**config.mk**
```make
export PLATFORM = sky130hd
export DESIGN_NAME = alu_issue_ctrl
export DESIGN_NICKNAME = d
export VERILOG_FILES = /design/src/rtl/alu_pkg.sv /design/src/rtl/alu_regfile.sv /design/src/rtl/alu_issue_ctrl.sv
export SDC_FILE = /design/constraint.sdc
export NUM_CORES = 1
export LEC_CHECK = 0
export BUFFER_PORTS_ARGS = -buffer_cell sky130_fd_sc_hd__clkbuf_2
export CORE_MARGIN = 4
export CORE_UTILIZATION = 45
export CTS_CLUSTER_SIZE = 28
export DETAILED_ROUTE_END_ITERATION = 10
export PLACE_DENSITY = 0.63
export SETUP_SLACK_MARGIN = 0.4
export SLEW_MARGIN = 20
export SYNTH_ARGS = -nofsm -noshare
export SYNTH_HDL_FRONTEND = slang
export SYNTH_SLANG_ARGS = --single-unit
```
**constraint.sdc**
```tcl
create_clock -name clk -period 2.4 [get_ports clk]
set_clock_uncertainty 0.1 [all_clocks]
set_input_delay 0.48 -clock clk [delete_from_list [all_inputs] [get_ports clk]]
set_output_delay 0.48 -clock clk [all_outputs]
set_load 0.1 [all_outputs]
```
**src/rtl/alu_pkg.sv**
```systemverilog
// Shared encodings for the ALU issue controller: opcodes, shift controls,
// instruction field positions and controller state encoding.
package alu_pkg;

   localparam logic [3:0] OP_ADD = 4'd0;
   localparam logic [3:0] OP_SUB = 4'd1;
   localparam logic [3:0] OP_MUL = 4'd2;
   localparam logic [3:0] OP_OR  = 4'd3;
   localparam logic [3:0] OP_AND = 4'd4;
   localparam logic [3:0] OP_XOR = 4'd5;

   localparam logic [2:0] SR_NONE = 3'd0;
   localparam logic [2:0] SR_SHR  = 3'd1;
   localparam logic [2:0] SR_SHL  = 3'd2;

   localparam int NREG   = 8;
   localparam int REG_AW = 3;

   localparam int OPC_MSB     = 31;
   localparam int OPC_LSB     = 28;
   localparam int SRC_MSB     = 27;
   localparam int SRC_LSB     = 25;
   localparam int SRB_MSB     = 24;
   localparam int SRB_LSB     = 20;
   localparam int RD_MSB      = 19;
   localparam int RD_LSB      = 17;
   localparam int RS1_MSB     = 16;
   localparam int RS1_LSB     = 14;
   localparam int RS2_MSB     = 13;
   localparam int RS2_LSB     = 11;
   localparam int IMM_SEL_BIT = 10;
   localparam int IMM_MSB     = 9;
   localparam int IMM_LSB     = 0;

   typedef enum logic [1:0] {
      ST_IDLE    = 2'd0,
      ST_DRIVE   = 2'd1,
      ST_CAPTURE = 2'd2,
      ST_RESP    = 2'd3
   } state_e;

   // Any shift control ignores the opcode; without a shift only the six ALU ops exist.
   function automatic logic instr_legal(input logic [3:0] opc, input logic [2:0] src);
      logic ok;
      ok = 1'b0;
      case (src)
         SR_NONE: begin
            case (opc)
               OP_ADD, OP_SUB, OP_MUL, OP_OR, OP_AND, OP_XOR: ok = 1'b1;
               default: ok = 1'b0;
            endcase
         end
         SR_SHR, SR_SHL: ok = 1'b1;
         default: ok = 1'b0;
      endcase
      return ok;
   endfunction

endpackage

```
**src/rtl/alu_regfile.sv**
```systemverilog
// 8x32 register file: two asynchronous read ports, write-back and preload
// write sources resolved per entry with write-back taking priority.
module alu_regfile
   import alu_pkg::*;
(
   input  logic              clk,
   input  logic              rst,
   input  logic [REG_AW-1:0] ra_addr,
   input  logic [REG_AW-1:0] rb_addr,
   output logic [31:0]       ra_data,
   output logic [31:0]       rb_data,
   input  logic              wb_en,
   input  logic [REG_AW-1:0] wb_addr,
   input  logic [31:0]       wb_data,
   input  logic              ld_en,
   input  logic [REG_AW-1:0] ld_addr,
   input  logic [31:0]       ld_data
);

   logic [NREG-1:0][31:0] regs_q;
   logic [NREG-1:0][31:0] regs_d;

   // Preload and write-back may target different entries in the same cycle; both land.
   generate
      for (genvar gi = 0; gi < NREG; gi++) begin : g_entry
         logic wb_hit;
         logic ld_hit;
         assign wb_hit     = wb_en && (wb_addr == REG_AW'(gi));
         assign ld_hit     = ld_en && (ld_addr == REG_AW'(gi));
         assign regs_d[gi] = wb_hit ? wb_data : (ld_hit ? ld_data : regs_q[gi]);
      end
   endgenerate

   always_ff @(posedge clk) begin
      if (rst) begin
         regs_q <= '0;
      end else begin
         regs_q <= regs_d;
      end
   end

   assign ra_data = regs_q[ra_addr];
   assign rb_data = regs_q[rb_addr];

endmodule

```
**src/rtl/alu_issue_ctrl.sv**
```systemverilog
// Single-issue controller around an external combinational ALU: accept an
// instruction, hold registered ALU inputs for ALU_LAT cycles, capture, respond.
module alu_issue_ctrl
   import alu_pkg::*;
#(
   parameter int ALU_LAT = 1
) (
   input  logic              clk,
   input  logic              rst,
   input  logic              instr_valid,
   output logic              instr_ready,
   input  logic [31:0]       instr,
   input  logic              ld_en,
   input  logic [REG_AW-1:0] ld_addr,
   input  logic [31:0]       ld_data,
   output logic [31:0]       alu_In1,
   output logic [31:0]       alu_In2,
   output logic [3:0]        alu_opcode,
   output logic [4:0]        alu_SR_Bit,
   output logic [2:0]        alu_SR_Cont,
   input  logic [31:0]       alu_Out,
   output logic              res_valid,
   input  logic              res_ready,
   output logic [31:0]       res_data,
   output logic [REG_AW-1:0] res_rd,
   output logic              res_err
);

   state_e            state_q, state_d;
   logic [1:0]        lat_cnt_q, lat_cnt_d;
   logic [REG_AW-1:0] rd_q, rd_d;
   logic              illegal_q, illegal_d;
   logic [31:0]       alu_in1_q, alu_in1_d;
   logic [31:0]       alu_in2_q, alu_in2_d;
   logic [3:0]        alu_opcode_q, alu_opcode_d;
   logic [4:0]        alu_sr_bit_q, alu_sr_bit_d;
   logic [2:0]        alu_sr_cont_q, alu_sr_cont_d;
   logic [31:0]       res_data_q, res_data_d;
   logic [REG_AW-1:0] res_rd_q, res_rd_d;
   logic              res_err_q, res_err_d;

   logic [3:0]        f_opc;
   logic [2:0]        f_src;
   logic [4:0]        f_srb;
   logic [REG_AW-1:0] f_rd, f_rs1, f_rs2;
   logic              f_imm_sel;
   logic [9:0]        f_imm;
   logic [31:0]       rs1_data, rs2_data;
   logic              wb_en;
   logic              f_illegal;

   assign f_opc     = instr[OPC_MSB:OPC_LSB];
   assign f_src     = instr[SRC_MSB:SRC_LSB];
   assign f_srb     = instr[SRB_MSB:SRB_LSB];
   assign f_rd      = instr[RD_MSB:RD_LSB];
   assign f_rs1     = instr[RS1_MSB:RS1_LSB];
   assign f_rs2     = instr[RS2_MSB:RS2_LSB];
   assign f_imm_sel = instr[IMM_SEL_BIT];
   assign f_imm     = instr[IMM_MSB:IMM_LSB];
   assign f_illegal = !instr_legal(f_opc, f_src);

   assign wb_en = (state_q == ST_CAPTURE) && !illegal_q;

   alu_regfile u_regfile (
      .clk     (clk),
      .rst     (rst),
      .ra_addr (f_rs1),
      .rb_addr (f_rs2),
      .ra_data (rs1_data),
      .rb_data (rs2_data),
      .wb_en   (wb_en),
      .wb_addr (rd_q),
      .wb_data (alu_Out),
      .ld_en   (ld_en),
      .ld_addr (ld_addr),
      .ld_data (ld_data)
   );

   always_comb begin
      state_d       = state_q;
      lat_cnt_d     = lat_cnt_q;
      rd_d          = rd_q;
      illegal_d     = illegal_q;
      alu_in1_d     = alu_in1_q;
      alu_in2_d     = alu_in2_q;
      alu_opcode_d  = alu_opcode_q;
      alu_sr_bit_d  = alu_sr_bit_q;
      alu_sr_cont_d = alu_sr_cont_q;
      res_data_d    = res_data_q;
      res_rd_d      = res_rd_q;
      res_err_d     = res_err_q;

      case (state_q)
         ST_IDLE: begin
            if (instr_valid) begin
               state_d       = ST_DRIVE;
               lat_cnt_d     = 2'(ALU_LAT - 1);
               rd_d          = f_rd;
               illegal_d     = f_illegal;
               alu_in1_d     = rs1_data;
               alu_in2_d     = f_imm_sel ? {22'd0, f_imm} : rs2_data;
               // An illegal word still runs the sequence but drives a neutral ALU op.
               alu_opcode_d  = f_illegal ? 4'd0 : f_opc;
               alu_sr_cont_d = f_illegal ? 3'd0 : f_src;
               alu_sr_bit_d  = f_srb;
            end
         end
         ST_DRIVE: begin
            if (lat_cnt_q == 2'd0) begin
               state_d = ST_CAPTURE;
            end else begin
               lat_cnt_d = lat_cnt_q - 2'd1;
            end
         end
         ST_CAPTURE: begin
            state_d    = ST_RESP;
            res_data_d = illegal_q ? 32'd0 : alu_Out;
            res_rd_d   = rd_q;
            res_err_d  = illegal_q;
         end
         ST_RESP: begin
            if (res_ready) begin
               state_d = ST_IDLE;
            end
         end
         default: state_d = ST_IDLE;
      endcase
   end

   always_ff @(posedge clk) begin
      if (rst) begin
         state_q       <= ST_IDLE;
         lat_cnt_q     <= '0;
         rd_q          <= '0;
         illegal_q     <= 1'b0;
         alu_in1_q     <= '0;
         alu_in2_q     <= '0;
         alu_opcode_q  <= '0;
         alu_sr_bit_q  <= '0;
         alu_sr_cont_q <= '0;
         res_data_q    <= '0;
         res_rd_q      <= '0;
         res_err_q     <= 1'b0;
      end else begin
         state_q       <= state_d;
         lat_cnt_q     <= lat_cnt_d;
         rd_q          <= rd_d;
         illegal_q     <= illegal_d;
         alu_in1_q     <= alu_in1_d;
         alu_in2_q     <= alu_in2_d;
         alu_opcode_q  <= alu_opcode_d;
         alu_sr_bit_q  <= alu_sr_bit_d;
         alu_sr_cont_q <= alu_sr_cont_d;
         res_data_q    <= res_data_d;
         res_rd_q      <= res_rd_d;
         res_err_q     <= res_err_d;
      end
   end

   assign instr_ready = (state_q == ST_IDLE);
   assign res_valid   = (state_q == ST_RESP);
   assign alu_In1     = alu_in1_q;
   assign alu_In2     = alu_in2_q;
   assign alu_opcode  = alu_opcode_q;
   assign alu_SR_Bit  = alu_sr_bit_q;
   assign alu_SR_Cont = alu_sr_cont_q;
   assign res_data    = res_data_q;
   assign res_rd      = res_rd_q;
   assign res_err     = res_err_q;

endmodule

```
==> impl_metrics.ini <==
[power]
p_clk_share_pct = 33.1
p_sw_share_pct = 38.9
p_per_area_nw_per_um2 = 893
seq_power_share_pct = 35.5
p_int_w = 0.0126
power_leakage_nw = 9.93
peakVddDrop_mv = 0.867
p_switching_w = 0.00804
power_frac_comb_pct = 31.3

[timing]
rsz0062_at_grt = yes
worst_pin_slew_ns = 0.917
finalHoldViolCount = 0
drv_slew = 0
whs_ns = 0.0298
fin_crit_ns = 1.99
finalSetupViolCount = 0
layout_setup_ws_ns = 0.407
fmax_mhz = 502
finalCritPeriodShare_pct = 83.0
slew-limit-headroom_pct = 38.8
tns_ns = 0

[setup_path]
crit_buf_inv = 1
cp_slowest_stage_delay_ns = 0.36
startpoint_type = register
critPathArrivalTime_ns = 1.41
cp_cell_sequence = ha_1 -> clkbuf_16
critPathMaxFanout = 4
crit_required_ns = 1.82
crit_family = flip-flops
path_class = register to output port
slowest_stage = dfxtp_2
end_kind = output port

[placed_design]
hpwlAfterDp_mm = 41.6
placed_area_um2 = 21500
place_congestion = 0.850
port_buffers = 217
place_ws_ns = 0.270

[floorplanning]
die_x_um = 218
core_area_um2 = 43400
rows = 76
die_y_um = 218
io_pins = 218
die-area_um2 = 47500
initial_core_util_pct = 45.8

[final_layout]
layout.nets = 2399
fillerInstances = 3977
final_common_cell = mux2i_1
layout-drive-gt1-share_pct = 16.9
final_area_um2 = 23200
multi_input_area_um2 = 11300
areaGrowthSynthToFinish_pct = 16.7
register_area_um2 = 7530
final_cell_mix = mux2i_1 (514), dfxtp_1 (374), nor2_1 (337)

[yosys]
yosysWarnings = 0
avgSynthCellArea_um2 = 8.94
synth-edff-count = 0
synthArstFlopShare_pct = 0
syn-instance-count = 2220
ys_ff_latch = 376
ys.flop_type = dfxtp_1
ys_seq_area_share_pct = 37.9
yosysUniqueCellTypes = 39
syn-num-nets = 2329
synth_area_um2 = 19800

[hold_path]
hold_path.class = input pin to register

[routing]
wl_mm = 67.9
route.antenna.remaining_nets = 0
firstDrtPassIters = 6
drc = 0
via_count = 17600
via_per_inst = 6.06
drt-wirelength-per-cell_um = 23.4
drtIter0Drc = 1538

[global_routing]
grt_max_degree = 193
busiest_layer = met2
overflow = 0
met3_usage_pct = 6.31
antenna_found_initial = 3
grt_pass1_wl_mm = 103
grt_pass1_vias = 17200
grt_use_met2_pct = 42.1
grt_use_total_pct = 27.4
met1_usage_pct = 39.1

[clock_tree]
cts_made_buffers = 43
cts_root_buffer = clkbuf_16
clk_path_buf_depth = 3
cts.sinks = 376
postCtsHoldBufs = 0
clk_pin_slew_worst_paths_ns = 0.06
htreeDepth = 2
clk_latency_ns = 0.58
cts_tree = done

[outcome]
status = complete, no violations

[job]
drv_cap = 0
metrics by stage:
step / total power, W / instances / util (%)
2_1_floorplan: 0.0122 / 2220 / -
3_3_place_gp: 0.0137 / 2828 / 49.7
3_5_place_dp: 0.0138 / 2828 / 49.7
4_1_cts: 0.0207 / 2905 / 53.3
5_1_grt: 0.0215 / 2907 / 53.4
6_report: 0.0207 / 2907 / 53.4
what timing repair did:
item                                    4_1_cts  5_1_grt
endpoints found under the setup margin      109      190
buffers inserted                              1        1
cloned                                        0        0
pin swaps                                     0        1
resized for setup                            26       32
endpoints found under the hold margin         0        0
worst min-delay path: cells and delay by family:
kind | cells | cell delay (ns)
compound gates | 1 | 0.05
buf+inv | 1 | 0.08
simple gates | 1 | 0.04
flip-flops by register name (all words and copies together), names as in the netlist:
signal            cells
rd_q                  3
illegal_q             1
state_q               2
lat_cnt_q             2
alu_opcode            4
res_err               1
alu_In1              32
u_regfile.regs_q    256
res_rd                3
alu_In2              32
alu_SR_Bit            5
res_data             32
alu_SR_Cont           3
final cells by class:
class                           count  share of cell area [%]
Inverter                            6                  0.0972
Sequential cell                   376                    32.5
Clock inverter                     13                   0.773
Clock buffer                       63                    5.50
Antenna cell                        1                  0.0108
Timing Repair Buffer              292                    9.31
Tap cell                          585                    3.16
Multi-Input combinational cell   1571                    48.6
synth_stat cells (24+ instances only):
cell      number  area [µm²]
nor2_1       340        1280
o21ai_0       24         120
nand2_1       77         289
buf_2         77         385
a22oi_1      121         908
buf_1         45         169
dfxtp_1      376        7530
a21oi_1       90         450
nor2b_1       43         269
mux2i_1      514        5140
nor3_1        33         165
a211oi_1     258        1940
clkbuf_1     128         480
cell families after synthesis:
family                     share of synthesized area [%]
DFF                                                 37.9
AOI/OAI and AO/OA                                   17.8
muxes                                               26.1
adders and majority gates                          0.315
buffers and inverters                               6.05
and+or+nand+nor                                     11.8
per-layer routing:
metal,wire length [µm],up-vias
met2,29800,771
met4,1420,4
met1,30700,8551
li1,-,8167
met5,23,-
met3,5900,117
final timing paths:
check                                start                          to  slack [ns]  depth (start not counted)
hold reg to reg   alu_In2[15]$_SDFFE_PP0P_    alu_In2[15]$_SDFFE_PP0P_        0.35                          2
setup reg to reg   state_q[0]$_SDFFE_PP0P_    alu_In2[18]$_SDFFE_PP0P_        0.51                          6
setup / recovery   state_q[0]$_SDFFE_PP0P_                   res_valid        0.41                          2
hold / removal                   instr[24]  alu_SR_Bit[4]$_SDFFE_PP0P_        0.03                          3
power by group through the flow:
stage	Clock [W]	Sequential, W	Combinational, W
2_1_floorplan	0	0.00963	0.00257
3_3_place_gp	0	0.00744	0.00625
3_5_place_dp	0	0.00746	0.00633
4_1_cts	0.00695	0.00734	0.00643
5_1_grt	0.00718	0.00743	0.00686
6_report	0.00685	0.00735	0.00648
(Power assumes the default switching activity.)
